===== src/rtl/gyro_pkg.sv =====
// Shared types for the gyro angle integrator.
// Rate/angle widths and the calibration FSM states.
package gyro_pkg;
  localparam int ANGLE_W = 16;

  typedef logic signed [15:0] rate_t;
  typedef logic signed [ANGLE_W-1:0] angle_t;

  typedef enum logic [1:0] {
    CAL_CLEAR = 2'd0,
    CALIBRATE = 2'd1,
    RUN       = 2'd2
  } gyro_state_t;
endpackage


===== src/rtl/gyro_axis_integrator.sv =====
// One axis: bias averaging, bias subtract with saturation and
// deadband, then a wrapping fixed-point angle accumulator.
module gyro_axis_integrator
  import gyro_pkg::*;
#(
  parameter int CAL_LOG2 = 8,
  parameter int SHIFT    = 7,
  parameter int DEADBAND = 4
) (
  input  logic   clk_in,
  input  logic   rst_in,
  input  logic   clear,
  input  logic   cal_accumulate,
  input  logic   cal_latch,
  input  logic   run_valid,
  input  rate_t  rate_in,
  output angle_t angle_out
);
  localparam int SUM_W = 16 + CAL_LOG2;
  localparam int ACC_W = ANGLE_W + SHIFT;
  localparam logic signed [16:0] DB = 17'(DEADBAND);

  logic signed [SUM_W-1:0] sum_q, sum_d, sum_inc;
  rate_t bias_q, bias_d;
  rate_t d_q, d_d, d_sat;
  logic signed [16:0] diff;
  logic signed [ACC_W-1:0] acc_q, acc_d;

  always_comb begin
    sum_inc = sum_q + {{CAL_LOG2{rate_in[15]}}, rate_in};
    diff    = {rate_in[15], rate_in} - {bias_q[15], bias_q};

    if (diff > 17'sd32767) d_sat = 16'sh7fff;
    else if (diff < -17'sd32768) d_sat = 16'sh8000;
    else d_sat = diff[15:0];
    if ((diff <= DB) && (diff >= -DB)) d_sat = '0;

    sum_d  = cal_accumulate ? sum_inc : sum_q;
    // Upper slice of the sum is the arithmetic floor of sum / 2^CAL_LOG2
    bias_d = cal_latch ? sum_inc[CAL_LOG2+15:CAL_LOG2] : bias_q;
    d_d    = run_valid ? d_sat : '0;
    acc_d  = acc_q + {{SHIFT{d_q[15]}}, d_q};

    if (clear) begin
      sum_d  = '0;
      bias_d = '0;
      d_d    = '0;
      acc_d  = '0;
    end
  end

  always_ff @(posedge clk_in or posedge rst_in) begin
    if (rst_in) begin
      sum_q  <= '0;
      bias_q <= '0;
      d_q    <= '0;
      acc_q  <= '0;
    end else begin
      sum_q  <= sum_d;
      bias_q <= bias_d;
      d_q    <= d_d;
      acc_q  <= acc_d;
    end
  end

  assign angle_out = acc_q[ACC_W-1:SHIFT];
endmodule


===== src/rtl/gyro_angle_integrator.sv =====
// Gyro rate-to-angle integrator: calibration FSM, sample counter
// and valid pipeline around three per-axis integrators.
module gyro_angle_integrator
  import gyro_pkg::*;
#(
  parameter int CAL_LOG2 = 8,
  parameter int SHIFT    = 7,
  parameter int DEADBAND = 4
) (
  input  logic   clk_in,
  input  logic   rst_in,
  input  logic   valid_in,
  input  rate_t  gx_in,
  input  rate_t  gy_in,
  input  rate_t  gz_in,
  input  logic   recal_in,
  output angle_t pitch_out,
  output angle_t roll_out,
  output angle_t yaw_out,
  output logic   valid_out,
  output logic   calibrated_out
);
  gyro_state_t state_q, state_d;
  logic [CAL_LOG2-1:0] cnt_q, cnt_d;
  logic v1_q, v1_d, v2_q, v2_d;
  logic clear, cal_acc, cal_latch, run_valid;

  always_comb begin
    clear     = recal_in | (state_q == CAL_CLEAR);
    cal_acc   = valid_in & ~recal_in & (state_q == CALIBRATE);
    cal_latch = cal_acc & (&cnt_q);
    run_valid = valid_in & ~recal_in & (state_q == RUN);

    state_d = state_q;
    cnt_d   = cnt_q;
    unique case (state_q)
      CAL_CLEAR: begin
        state_d = CALIBRATE;
        cnt_d   = '0;
      end
      CALIBRATE: begin
        if (cal_acc) cnt_d = cnt_q + 1'b1;
        if (cal_latch) state_d = RUN;
      end
      RUN: state_d = RUN;
      default: state_d = CAL_CLEAR;
    endcase
    if (recal_in) begin
      state_d = CAL_CLEAR;
      cnt_d   = '0;
    end

    // Recal kills whatever is still in flight
    v1_d = run_valid;
    v2_d = v1_q & ~recal_in;
  end

  always_ff @(posedge clk_in or posedge rst_in) begin
    if (rst_in) begin
      state_q <= CAL_CLEAR;
      cnt_q   <= '0;
      v1_q    <= 1'b0;
      v2_q    <= 1'b0;
    end else begin
      state_q <= state_d;
      cnt_q   <= cnt_d;
      v1_q    <= v1_d;
      v2_q    <= v2_d;
    end
  end

  gyro_axis_integrator #(
    .CAL_LOG2(CAL_LOG2), .SHIFT(SHIFT), .DEADBAND(DEADBAND)
  ) u_x (
    .clk_in(clk_in), .rst_in(rst_in), .clear(clear),
    .cal_accumulate(cal_acc), .cal_latch(cal_latch),
    .run_valid(run_valid), .rate_in(gx_in), .angle_out(pitch_out)
  );

  gyro_axis_integrator #(
    .CAL_LOG2(CAL_LOG2), .SHIFT(SHIFT), .DEADBAND(DEADBAND)
  ) u_y (
    .clk_in(clk_in), .rst_in(rst_in), .clear(clear),
    .cal_accumulate(cal_acc), .cal_latch(cal_latch),
    .run_valid(run_valid), .rate_in(gy_in), .angle_out(roll_out)
  );

  gyro_axis_integrator #(
    .CAL_LOG2(CAL_LOG2), .SHIFT(SHIFT), .DEADBAND(DEADBAND)
  ) u_z (
    .clk_in(clk_in), .rst_in(rst_in), .clear(clear),
    .cal_accumulate(cal_acc), .cal_latch(cal_latch),
    .run_valid(run_valid), .rate_in(gz_in), .angle_out(yaw_out)
  );

  assign valid_out      = v2_q;
  assign calibrated_out = (state_q == RUN);
endmodule

===== config.mk =====
export PLATFORM = sky130hd
export DESIGN_NAME = gyro_angle_integrator
export DESIGN_NICKNAME = d
export VERILOG_FILES = /design/src/rtl/gyro_pkg.sv /design/src/rtl/gyro_axis_integrator.sv /design/src/rtl/gyro_angle_integrator.sv
export SDC_FILE = /design/constraint.sdc
export NUM_CORES = 1
export LEC_CHECK = 0
export ABC_CLOCK_PERIOD_IN_PS = 13530
export BUFFER_PORTS_ARGS = -buffer_cell sky130_fd_sc_hd__buf_2
export CORE_ASPECT_RATIO = 0.9
export CORE_MARGIN = 1
export CORE_UTILIZATION = 25
export DETAILED_ROUTE_END_ITERATION = 8
export PLACE_DENSITY_LB_ADDON = 0.3
export SLEW_MARGIN = 20
export SYNTH_ARGS = -nofsm -noshare
export SYNTH_HDL_FRONTEND = slang
export SYNTH_SLANG_ARGS = --single-unit

===== constraint.sdc =====
create_clock -name clk_in -period 13.53 [get_ports clk_in]
set_input_delay 2.0295 -clock clk_in [delete_from_list [all_inputs] [get_ports clk_in]]
set_output_delay 2.0295 -clock clk_in [all_outputs]
set_load 0.03 [all_outputs]

==> flow_summary.yaml, run 1 <==
detailed_routing:
  count_of_nets_left_with_antenna_violations_after_detail_routing: 0
  detail_route.wirelength_um: 47700
  post_drt_via_cell_ratio: 4.83
  avgRoutedWirePerCell_um: 15.2
  vias_post_dr: 15200
  remaining_drc_errors: 0
  1st_iter_drt_viols: 641
  firstDrtPassIters: 5
logic_synthesis:
  synthesis.instances: 2132
  synth_area_mm2: 0.0183
  netlist-cell-type-count: 93
  synthesis.area_per_instance_um2: 8.58
  synthDominantCellAreaShare_pct: 34.1
  async_flop_share_pct: 100
  yosysWarningCount: 0
  synth_area_leader_cell: "sky130_fd_sc_hd__dfrtp_1"
  synth_edf_count: 0
  synth_most_common_cell: "sky130_fd_sc_hd__nand2_1"
  synth-main-ff-cell: "sky130_fd_sc_hd__dfrtp_1"
  synth.cells.most_frequent: "272 x sky130_fd_sc_hd__nand2_1, 249 x sky130_fd_sc_hd__a21oi_1, 249 x sky130_fd_sc_hd__dfrtp_1"
  syn-num-nets: 2381
  postSynthRegisterBits: 249
  yosys-top-cells-area: "sky130_fd_sc_hd__dfrtp_1 34%, sky130_fd_sc_hd__ha_1 13%, sky130_fd_sc_hd__a21oi_1 6.8%"
  synth.yosys.seq_area_share_pct: 34.1
die:
  dieHeight_um: 259
  ios: 102
  cell_rows: 93
  die_area_mm2: 0.0742
  dieWidth_um: 287
  floorplan.initialDensity_pct: 25.4
  core_area_mm2: 0.0719
finish:
  final_cell_area_mm2: 0.0207
  multi_input_comb_area_mm2: 0.0111
  area_delta_synth_final_pct: 13.0
  final.fill_count: 7655
  finalNetCount: 2417
  sequential_cell_area_in_the_final_layout_mm2: 0.00623
  drive_gt1_share_pct: 10.1
  finalNonFillerCells: 3145
critical_path:
  critical_path.endpoint_type: "register"
  cpMostUsedCell: "sky130_fd_sc_hd__buf_4"
  cp_data_required_time_ps: 13950
  max_stage_delay_ps: 860
  critical_path_startpoint: "recal_in"
  crit_chain: "buf_2 -> nor2b_1 -> and2_2 -> buf_4 -> nand4_1 -> buf_4 -> or4_1 -> o311ai_0"
  worst_setup_path_start_kind: "input pin"
  r2r_start: "state_q[1]"
  crit_slowest_cell: "sky130_fd_sc_hd__nand4_1"
  critPathArrivalTime_ps: 5490
  critical_path_peak_fanout: 71
  critPathKind: "input pin to register"
grt:
  largest_net_degree_at_the_start_of_global_routing: 149
  grt_first_pass_wirelength_um: 77900
  grt.met3_usage_pct: 2.43
  grt_util_met2_pct: 20.9
  met1_usage_pct: 17.1
  overall_global_routing_resource_usage_pct: 12.8
  grt.overflow.total: 0
  antenna_found_initial: 6
  grt_pass1_vias: 15000
  global_route.peak_usage_layer: "met2"
cts:
  tritoncts: "done"
  cts_inserted_buffers: 34
  post_cts_resize_count: 0
  cts.repair_timing.setup_buffer_count: 0
  cts.sinks: 249
  clk_pin_slew_worst_paths_ps: 60
  cts.hold.buffers_added: 0
  cts.path.max_buffers: 3
  htreeDepth: 2
  ctsRootBufferMaster: "sky130_fd_sc_hd__clkbuf_16"
  clk_latency_ps: 570
timing:
  hold_viol_final: 0
  fin_worst_skew_ps: 32.1
  layout_setup_ws_ps: 8470
  rsz_0062_raised_after_global_routing: "false"
  min_period_over_period_pct: 37.4
  max_freq_mhz: 198
  worst_pin_slew_ps: 1080
  setup_viol: 0
  final.setup.tns_ps: 0
  min_period_ps: 5060
  slew_headroom_pct: 28.3
  drv_slew: 0
power:
  power.total_mw: 2.14
  ir_drop_v: 0.000100
  total_leakage_power_nw: 9.45
  pwr_density_cell_mw_per_mm2: 103
placement:
  placed_cell_area_mm2: 0.0194
  hpwlAfterDp_um: 34800
  post-place-cells: 3082
  place.port_buffers: 101
  detailedPlace.worstSlack_ps: 7940
  gp_congestion: 0.854
status:
  outcome: "completed"
worst_hold_path:
  worstHoldStart: "v1_q"
  type_of_the_tightest_min_delay_check: "register to register"
run:
  drv_cap: 0
-- sequential cells by signal (all words and copies together), names as in the netlist, 23 cells and up --
signal,flops
u_y.sum_q,24
u_z.sum_q,24
u_x.sum_q,24
u_y.acc_q,23
u_z.acc_q,23
u_x.acc_q,23
-- routing by layer --
layer / wire (µm) / vias up / share of wire (%)
li1: - / 7600 / -
met1: 22800 / 7256 / 48
met2: 21600 / 255 / 45
met3: 2060 / 80 / 4.3
met4: 1190 / 10 / 2.5
met5: 57 / - / 0.12
-- critical path: cells and delay by family --
family | cells | cell delay, ps
compound gates | 1 | 100
buf+inv | 3 | 1410
simple gates | 4 | 1840
-- final timing paths --
check | endpoint | slack, ps | depth (start not counted)
max | u_z.bias_q[14] | 8470 | 8
min | valid_out | 470 | 1
max reg2reg | u_z.bias_q[14] | 9340 | 9
min reg2reg | valid_out | 470 | 1
max in group asynchronous | u_z.bias_q[15] | 10420 | 3
min in group asynchronous | u_z.acc_q[21] | 1600 | 2
-- cells in the final DEF, fill, tap and decap left out, types with 34 or more instances in the layout --
cell	n
sky130_fd_sc_hd__nand2_1	271
sky130_fd_sc_hd__a21oi_1	249
sky130_fd_sc_hd__dfrtp_1	249
sky130_fd_sc_hd__nor2_1	194
sky130_fd_sc_hd__ha_1	188
sky130_fd_sc_hd__inv_1	101
sky130_fd_sc_hd__buf_2	101
sky130_fd_sc_hd__xnor2_1	93
sky130_fd_sc_hd__o21ai_0	87
sky130_fd_sc_hd__a21o_1	52
sky130_fd_sc_hd__nor3_1	49
sky130_fd_sc_hd__xor2_1	48
sky130_fd_sc_hd__nand3_1	36
sky130_fd_sc_hd__clkbuf_16	34
-- cell type report --
cell class	instances	share of cell area (%)
clock inverters	16	1.03
multi-input cells	1673	53.6
diodes	1	0.0121
repair buffers	108	2.76
well taps	950	5.75
flip-flops and latches	249	30.2
inverters	102	1.89
clock buffers	46	4.82
-- where the power goes --
part           internal [mW]  switching [mW]  leakage [nW]
Clock                  0.581           0.379         0.586
Combinational          0.119           0.286          5.39
Sequential             0.761          0.0101          3.48
-- through the flow --
step           hold slack (ps)  util (%)
2_1_floorplan              439         -
3_3_place_gp               456      27.0
3_5_place_dp               457      27.0
4_1_cts                    467      28.7
5_1_grt                    505      28.7
6_report                   467      28.7
-- cells by family after synthesis --
group / Yosys count / share of synthesized area (%)
xor gates and xnor gates: 141 / 6.75
AOI/OAI and AO/OA: 595 / 20.6
muxes: 12 / 0.684
DFF: 249 / 34.1
and+or+nand+nor: 726 / 18.4
buffers and inverters: 210 / 5.47
adders and majority gates: 199 / 14.0
Note: power is estimated with default switching activity, not from simulation.
==> run 2: changes to the inputs <==
Settings changed: ABC_AREA set to 1, ABC_CLOCK_PERIOD_IN_PS 13530 to 5300.
Clock period 13.53 ns to 5.3 ns, I/O delays scaled along.
==> flow_summary.yaml, run 2 <==
cts:
  cts.hold.buffers_added: 0
  ctsRootBufferMaster: "sky130_fd_sc_hd__clkbuf_16"
  cts.sinks: 249
  clk_latency_ps: 560
  tritoncts: "done"
  cts_inserted_buffers: 34
  cts.path.max_buffers: 3
  clk_pin_slew_worst_paths_ps: 60
  post_cts_resize_count: 0
  htreeDepth: 2
  cts.repair_timing.setup_buffer_count: 0
timing:
  max_freq_mhz: 360
  setup_viol: 0
  slew_headroom_pct: 35.7
  hold_viol_final: 0
  final.setup.tns_ps: 0
  min_period_ps: 2780
  rsz_0062_raised_after_global_routing: "false"
  fin_worst_skew_ps: 19.9
  drv_slew: 0
  min_period_over_period_pct: 52.4
  worst_pin_slew_ps: 965
placement:
  place.port_buffers: 101
  hpwlAfterDp_um: 43300
  gp_congestion: 0.883
grt:
  global_route.peak_usage_layer: "met2"
  grt_first_pass_wirelength_um: 90500
  overall_global_routing_resource_usage_pct: 14.0
  grt_pass1_vias: 16900
  grt.met3_usage_pct: 1.96
  met1_usage_pct: 20.0
  grt.overflow.total: 0
  grt_util_met2_pct: 21.9
  antenna_found_initial: 4
  largest_net_degree_at_the_start_of_global_routing: 149
critical_path:
  critical_path.endpoint_type: "register"
  max_stage_delay_ps: 730
  worst_setup_path_start_kind: "register"
  cp_data_required_time_ps: 5740
  critical_path.top_delay_family: "simple AND/OR/NAND/NOR gates"
  critical_path_peak_fanout: 70
  number_of_buffer_and_inverter_stages_on_the_critical_path: 2
  critPathArrivalTime_ps: 3220
  crit_slowest_cell: "sky130_fd_sc_hd__nand2_1"
  critPathKind: "register to register"
  crit_chain: "inv_1 -> ha_1 -> nor2_4 -> buf_4 -> nand2_1 -> o31ai_1"
logic_synthesis:
  yosys-top-cells-area: "sky130_fd_sc_hd__dfrtp_1 32%, sky130_fd_sc_hd__nand2_1 14%, sky130_fd_sc_hd__ha_1 12%"
  post_synth_xor_area_fraction_pct: 1.33
  synth_edf_count: 0
  area_fraction_in_compound_gates_after_synthesis_pct: 17.0
  synth_top_family_by_area: "simple AND/OR/NAND/NOR gates"
  fraction_of_the_mapped_netlist_area_in_simple_logic_gates_pct: 27.8
  post_synth_adder_cell_area_pct: 12.9
  synth_most_common_cell: "sky130_fd_sc_hd__nand2_1"
  postSynthRegisterBits: 249
  synth_area_mm2: 0.0197
  yosysWarningCount: 0
  synthesis.instances: 2825
  syn-num-nets: 3074
  synth.cells.most_frequent: "716 x sky130_fd_sc_hd__nand2_1, 332 x sky130_fd_sc_hd__inv_1, 285 x sky130_fd_sc_hd__a21oi_1"
  synthesis.area_per_instance_um2: 6.97
  async_flop_share_pct: 100
  synthDominantCellAreaShare_pct: 31.6
  synth_area_leader_cell: "sky130_fd_sc_hd__dfrtp_1"
  post_synth_mux_area_share_pct: 0
  netlist-cell-type-count: 51
  synth-main-ff-cell: "sky130_fd_sc_hd__dfrtp_1"
  synth.yosys.seq_area_share_pct: 31.6
die:
  core_area_mm2: 0.0779
  die_area_mm2: 0.0799
  cell_rows: 97
  dieWidth_um: 298
  floorplan.initialDensity_pct: 25.3
  dieHeight_um: 268
  ios: 102
power:
  pwr_density_cell_mw_per_mm2: 392
  total_leakage_power_nw: 11.5
  power.total_mw: 8.71
  ir_drop_v: 0.000193
status:
  outcome: "completed"
detailed_routing:
  detail_route.wirelength_um: 56000
  avgRoutedWirePerCell_um: 14.2
  remaining_drc_errors: 0
  post_drt_via_cell_ratio: 4.53
  vias_post_dr: 17900
  count_of_nets_left_with_antenna_violations_after_detail_routing: 0
  1st_iter_drt_viols: 994
  firstDrtPassIters: 5
finish:
  area_delta_synth_final_pct: 12.8
  final_util_pct: 28.5
  finalNetCount: 3126
  drive_gt1_share_pct: 8.34
  biggestRegsByFlops: "u_x.sum_q x24, u_y.sum_q x24, u_z.sum_q x24"
  highest_count_cells_in_the_layout_ignoring_fill_and_taps: "716 x sky130_fd_sc_hd__nand2_1, 330 x sky130_fd_sc_hd__inv_1, 285 x sky130_fd_sc_hd__a21oi_1"
  mostFrequentLayoutCell: "sky130_fd_sc_hd__nand2_1"
worst_hold_path:
  type_of_the_tightest_min_delay_check: "input pin to async pin"
run:
  drv_cap: 0
[run 2: cell types whose count changed in the layout (fill, tap and decap cells not counted), sizes merged, moves of 35 or more]
cell   change
a21oi     +35
nor2      +95
nand3    +132
xnor2     -84
inv      +232
a21o      -36
nand2    +463
o21ai    +156
[run 2: metrics by stage]
step	cell area, µm²	hold slack, ps	instances	setup slack [ps]
finish	22200	339	3943	2520
detailed placement	21000	466	3880	1660
global placement	21000	462	3880	1710
CTS	22200	330	3941	1890
global route	22200	357	3941	2250
floorplan	19700	434	2825	1230
[run 2: path summary, 6_finish.rpt]
| check | start | to | slack [ps] | cells after the start |
|---|---|---|---|---|
| min in group clk_in | u_y.bias_q[7] | u_y.bias_q[7] | 480 | 2 |
| setup reg to reg | state_q[0] | u_z.sum_q[5] | 2520 | 6 |
| hold reg to reg | u_y.bias_q[7] | u_y.bias_q[7] | 480 | 2 |
| setup / recovery | state_q[0] | u_z.sum_q[5] | 2520 | 6 |
| hold / removal | rst_in | u_z.sum_q[7] | 340 | 2 |
| max in group asynchronous | rst_in | valid_out | 3690 | 3 |
[run 2: metal layers]
metal | part of all wire [%] | vias up | routed length (µm)
met4 | 1.9 | 4 | 1070
met5 | 0.039 | - | 22
met3 | 3.6 | 60 | 2010
met1 | 51 | 8114 | 28800
met2 | 43 | 245 | 24100
li1 | - | 9438 | -
[run 2: power breakdown]
part	switching, mW	internal [mW]	total (mW)
Combinational	2.66	1.24	3.89
Sequential	0.179	2.18	2.36
Clock	0.954	1.50	2.45
[run 2: cell type report]
class / count / area, µm²
Fill cell: 8673 / 55700
Multi-Input combinational cell: 2147 / 11600
Sequential cell: 249 / 6230
Tap cell: 1039 / 1300
Inverter: 336 / 1270
Clock buffer: 45 / 973
Timing Repair Buffer: 109 / 591
Clock inverter: 16 / 214
Antenna cell: 2 / 5.00
[run 2: cell families (layout without fill, tap and decap cells)]
logic type / Yosys count / count (layout)
AOI/OAI and AO/OA: 621 / 621
xor gates and xnor gates: 30 / 30
adders and majority gates: 197 / 197
buffers and inverters: 429 / 506
DFF: 249 / 249
other: 0 / 2
and+or+nand+nor: 1299 / 1299
[run 2: worst reg2reg max path, cell delays in order, from the launching register on]
cell and delay, ps:
sky130_fd_sc_hd__dfrtp_1 350, sky130_fd_sc_hd__inv_1 90, sky130_fd_sc_hd__ha_1 250, sky130_fd_sc_hd__nor2_4 140, sky130_fd_sc_hd__buf_4 690, sky130_fd_sc_hd__nand2_1 730
sky130_fd_sc_hd__o31ai_1 440
==> run 3: changes to the inputs <==
Settings changed: ABC_CLOCK_PERIOD_IN_PS 5300 to 2500.
Clock period 5.3 ns to 2.5 ns, I/O delays scaled along.
==> flow_summary.yaml, run 3 (synthesis results as in run 2) <==
finish:
  drive_gt1_share_pct: 17.2
  area_delta_synth_final_pct: 23.8
  mostFrequentLayoutCell: "sky130_fd_sc_hd__nand2_1"
  highest_count_cells_in_the_layout_ignoring_fill_and_taps: "689 x sky130_fd_sc_hd__nand2_1, 324 x sky130_fd_sc_hd__inv_1, 270 x sky130_fd_sc_hd__a21oi_1"
  finalNonFillerCells: 4106
  final.fill_count: 8479
  biggestRegsByFlops: "u_x.sum_q x24, u_y.sum_q x24, u_z.sum_q x24"
  insertedDiodeCount: 0
  finalNetCount: 3290
critical_path:
  crit_slowest_cell: "sky130_fd_sc_hd__dfrtp_1"
  crit_chain: "ha_4 -> fa_2 -> buf_4 -> xnor2_4 -> nand3_2 -> nor2_2 -> nand3_2 -> nor2_1 -> nand3_1 -> nor2_1 -> nand3_2 -> nand3_4 -> nor2_2"
  critPathCapture: "u_x.d_q[4]"
  worst_setup_path_start_kind: "register"
  max_stage_delay_ps: 410
  critical_path_peak_fanout: 8
  r2r_start: "u_x.bias_q[0]"
  cpMostUsedCell: "sky130_fd_sc_hd__nand3_2"
  critical_path_startpoint: "u_x.bias_q[0]"
  worstRegToRegCells: 13
  reg_to_reg_slack_setup_ps: 70
  critPathArrivalTime_ps: 2840
  critPathKind: "register to register"
  cp_data_required_time_ps: 2910
  worstReg2RegEnd: "u_x.d_q[4]"
  critical_path.endpoint_type: "register"
detailed_routing:
  firstDrtPassIters: 5
  detail_route.wirelength_um: 58400
  1st_iter_drt_viols: 1078
  count_of_nets_left_with_antenna_violations_after_detail_routing: 0
  post_drt_via_cell_ratio: 4.51
  remaining_drc_errors: 0
  avgRoutedWirePerCell_um: 14.2
  vias_post_dr: 18500
timing:
  setup_viol: 0
  layout_setup_ws_ps: 68.7
  fin_worst_skew_ps: 22.9
  min_period_ps: 2430
  timing.hold.ws_ps: 94.8
  rsz_0062_raised_after_global_routing: "true"
  drv_slew: 0
  worst_pin_slew_ps: 1010
  min_period_over_period_pct: 97.3
  slew_headroom_pct: 32.3
  final.setup.tns_ps: 0
  max_freq_mhz: 411
  hold_viol_final: 0
grt:
  grt.overflow.total: 0
  grt_first_pass_wirelength_um: 92600
  antenna_found_initial: 2
  overall_global_routing_resource_usage_pct: 14.3
  grt_pass1_vias: 17200
  largest_net_degree_at_the_start_of_global_routing: 96
worst_hold_path:
  type_of_the_tightest_min_delay_check: "input pin to register"
placement:
  detailedPlace.worstSlack_ps: -221
  place.port_buffers: 101
  post-place-cells: 4025
  hpwlAfterDp_um: 44400
  gp_congestion: 0.870
cts:
  cts_inserted_buffers: 37
  clk_latency_ps: 540
  clk_pin_slew_worst_paths_ps: 60
  cts.sinks: 249
  tritoncts: "done"
  cts.path.max_buffers: 3
  ctsRootBufferMaster: "sky130_fd_sc_hd__clkbuf_16"
  htreeDepth: 2
power:
  pwr_density_cell_mw_per_mm2: 871
  power.total_mw: 21.2
  total_leakage_power_nw: 12.5
  ir_drop_v: 0.000415
die:
  cell_rows: 97
  ios: 102
  core_area_mm2: 0.0779
  floorplan.initialDensity_pct: 25.3
  dieHeight_um: 268
  dieWidth_um: 298
  die_area_mm2: 0.0799
run:
  drv_cap: 0
status:
  outcome: "completed"
[run 3: cell count changes in the layout (fill, tap and decap cells not counted), moves of 15 or more]
cell / previous run / this run
sky130_fd_sc_hd__a21oi_1: 285 / 270
sky130_fd_sc_hd__nor2_2: 15 / 33
sky130_fd_sc_hd__buf_4: 6 / 145
sky130_fd_sc_hd__nand2_1: 716 / 689
sky130_fd_sc_hd__nor2_1: 272 / 248
sky130_fd_sc_hd__nand2_2: 16 / 33
[run 3: through the flow]
step | util (%) | instance area, µm²
finish | 31.3 | 24400
global route | 31.3 | 24400
CTS | 30.3 | 23600
detailed placement | 28.6 | 22300
global placement | 28.6 | 22300
floorplan | - | 19700
[run 3: worst max-delay path, delay by kind of cell (launching register included)]
kind | cells | cell delay [ps]
xor gates and xnor gates | 1 | 180
and+or+nand+nor | 9 | 970
adders and majority gates | 2 | 570
DFF | 1 | 410
buffers and inverters | 1 | 160
[run 3: final cells by class]
cell class	instances	area [µm²]	share of cell area, %
Sequential cell	249	6230	25.6
Inverter	336	1270	5.21
Tap cell	1039	1300	5.33
Multi-Input combinational cell	2151	12300	50.4
Timing Repair Buffer	265	1940	7.97
Timing Repair inverter	1	7.51	0.0308
Clock buffer	44	1020	4.19
Clock inverter	21	328	1.34
[run 3: worst min-delay path by stage]
| stage | from | endpoint | depth (start not counted) |
|---|---|---|---|
| floorplan | v1_q | valid_out | 2 |
| global placement | rst_in | u_z.bias_q[5] | 2 |
| detailed placement | rst_in | u_z.sum_q[8] | 2 |
| CTS | recal_in | valid_out | 2 |
| global route | recal_in | valid_out | 2 |
| finish | recal_in | valid_out | 2 |
[run 3: repair_timing]
action | 4_1_cts | 5_1_grt
pin swaps | 0 | 39
hold endpoints to repair | 5 | 0
setup endpoints to repair | 15 | 79
buffers inserted | 0 | 10
hold buffers | 1 | 0
resized for setup | 2 | 153
gates cloned | 0 | 5
[run 3: report_power, final]
group          internal, mW  total [mW]  switching, mW
Combinational          4.00        10.4           6.42
Sequential             4.63        5.00          0.374
Clock                  3.74        5.82           2.07
Total                  12.4        21.2           8.87
[run 3: layer usage]
| layer | wire (µm) | part of all wire (%) | up-vias | GRT usage, % |
|---|---|---|---|---|
| li1 | - | - | 9777 | - |
| met1 | 30100 | 52 | 8425 | 20.7 |
| met2 | 25400 | 43 | 267 | 22.4 |
| met3 | 2030 | 3.5 | 51 | 2.01 |
| met4 | 862 | 1.5 | 2 | 2.94 |
| met5 | 14 | 0.024 | - | 0 |
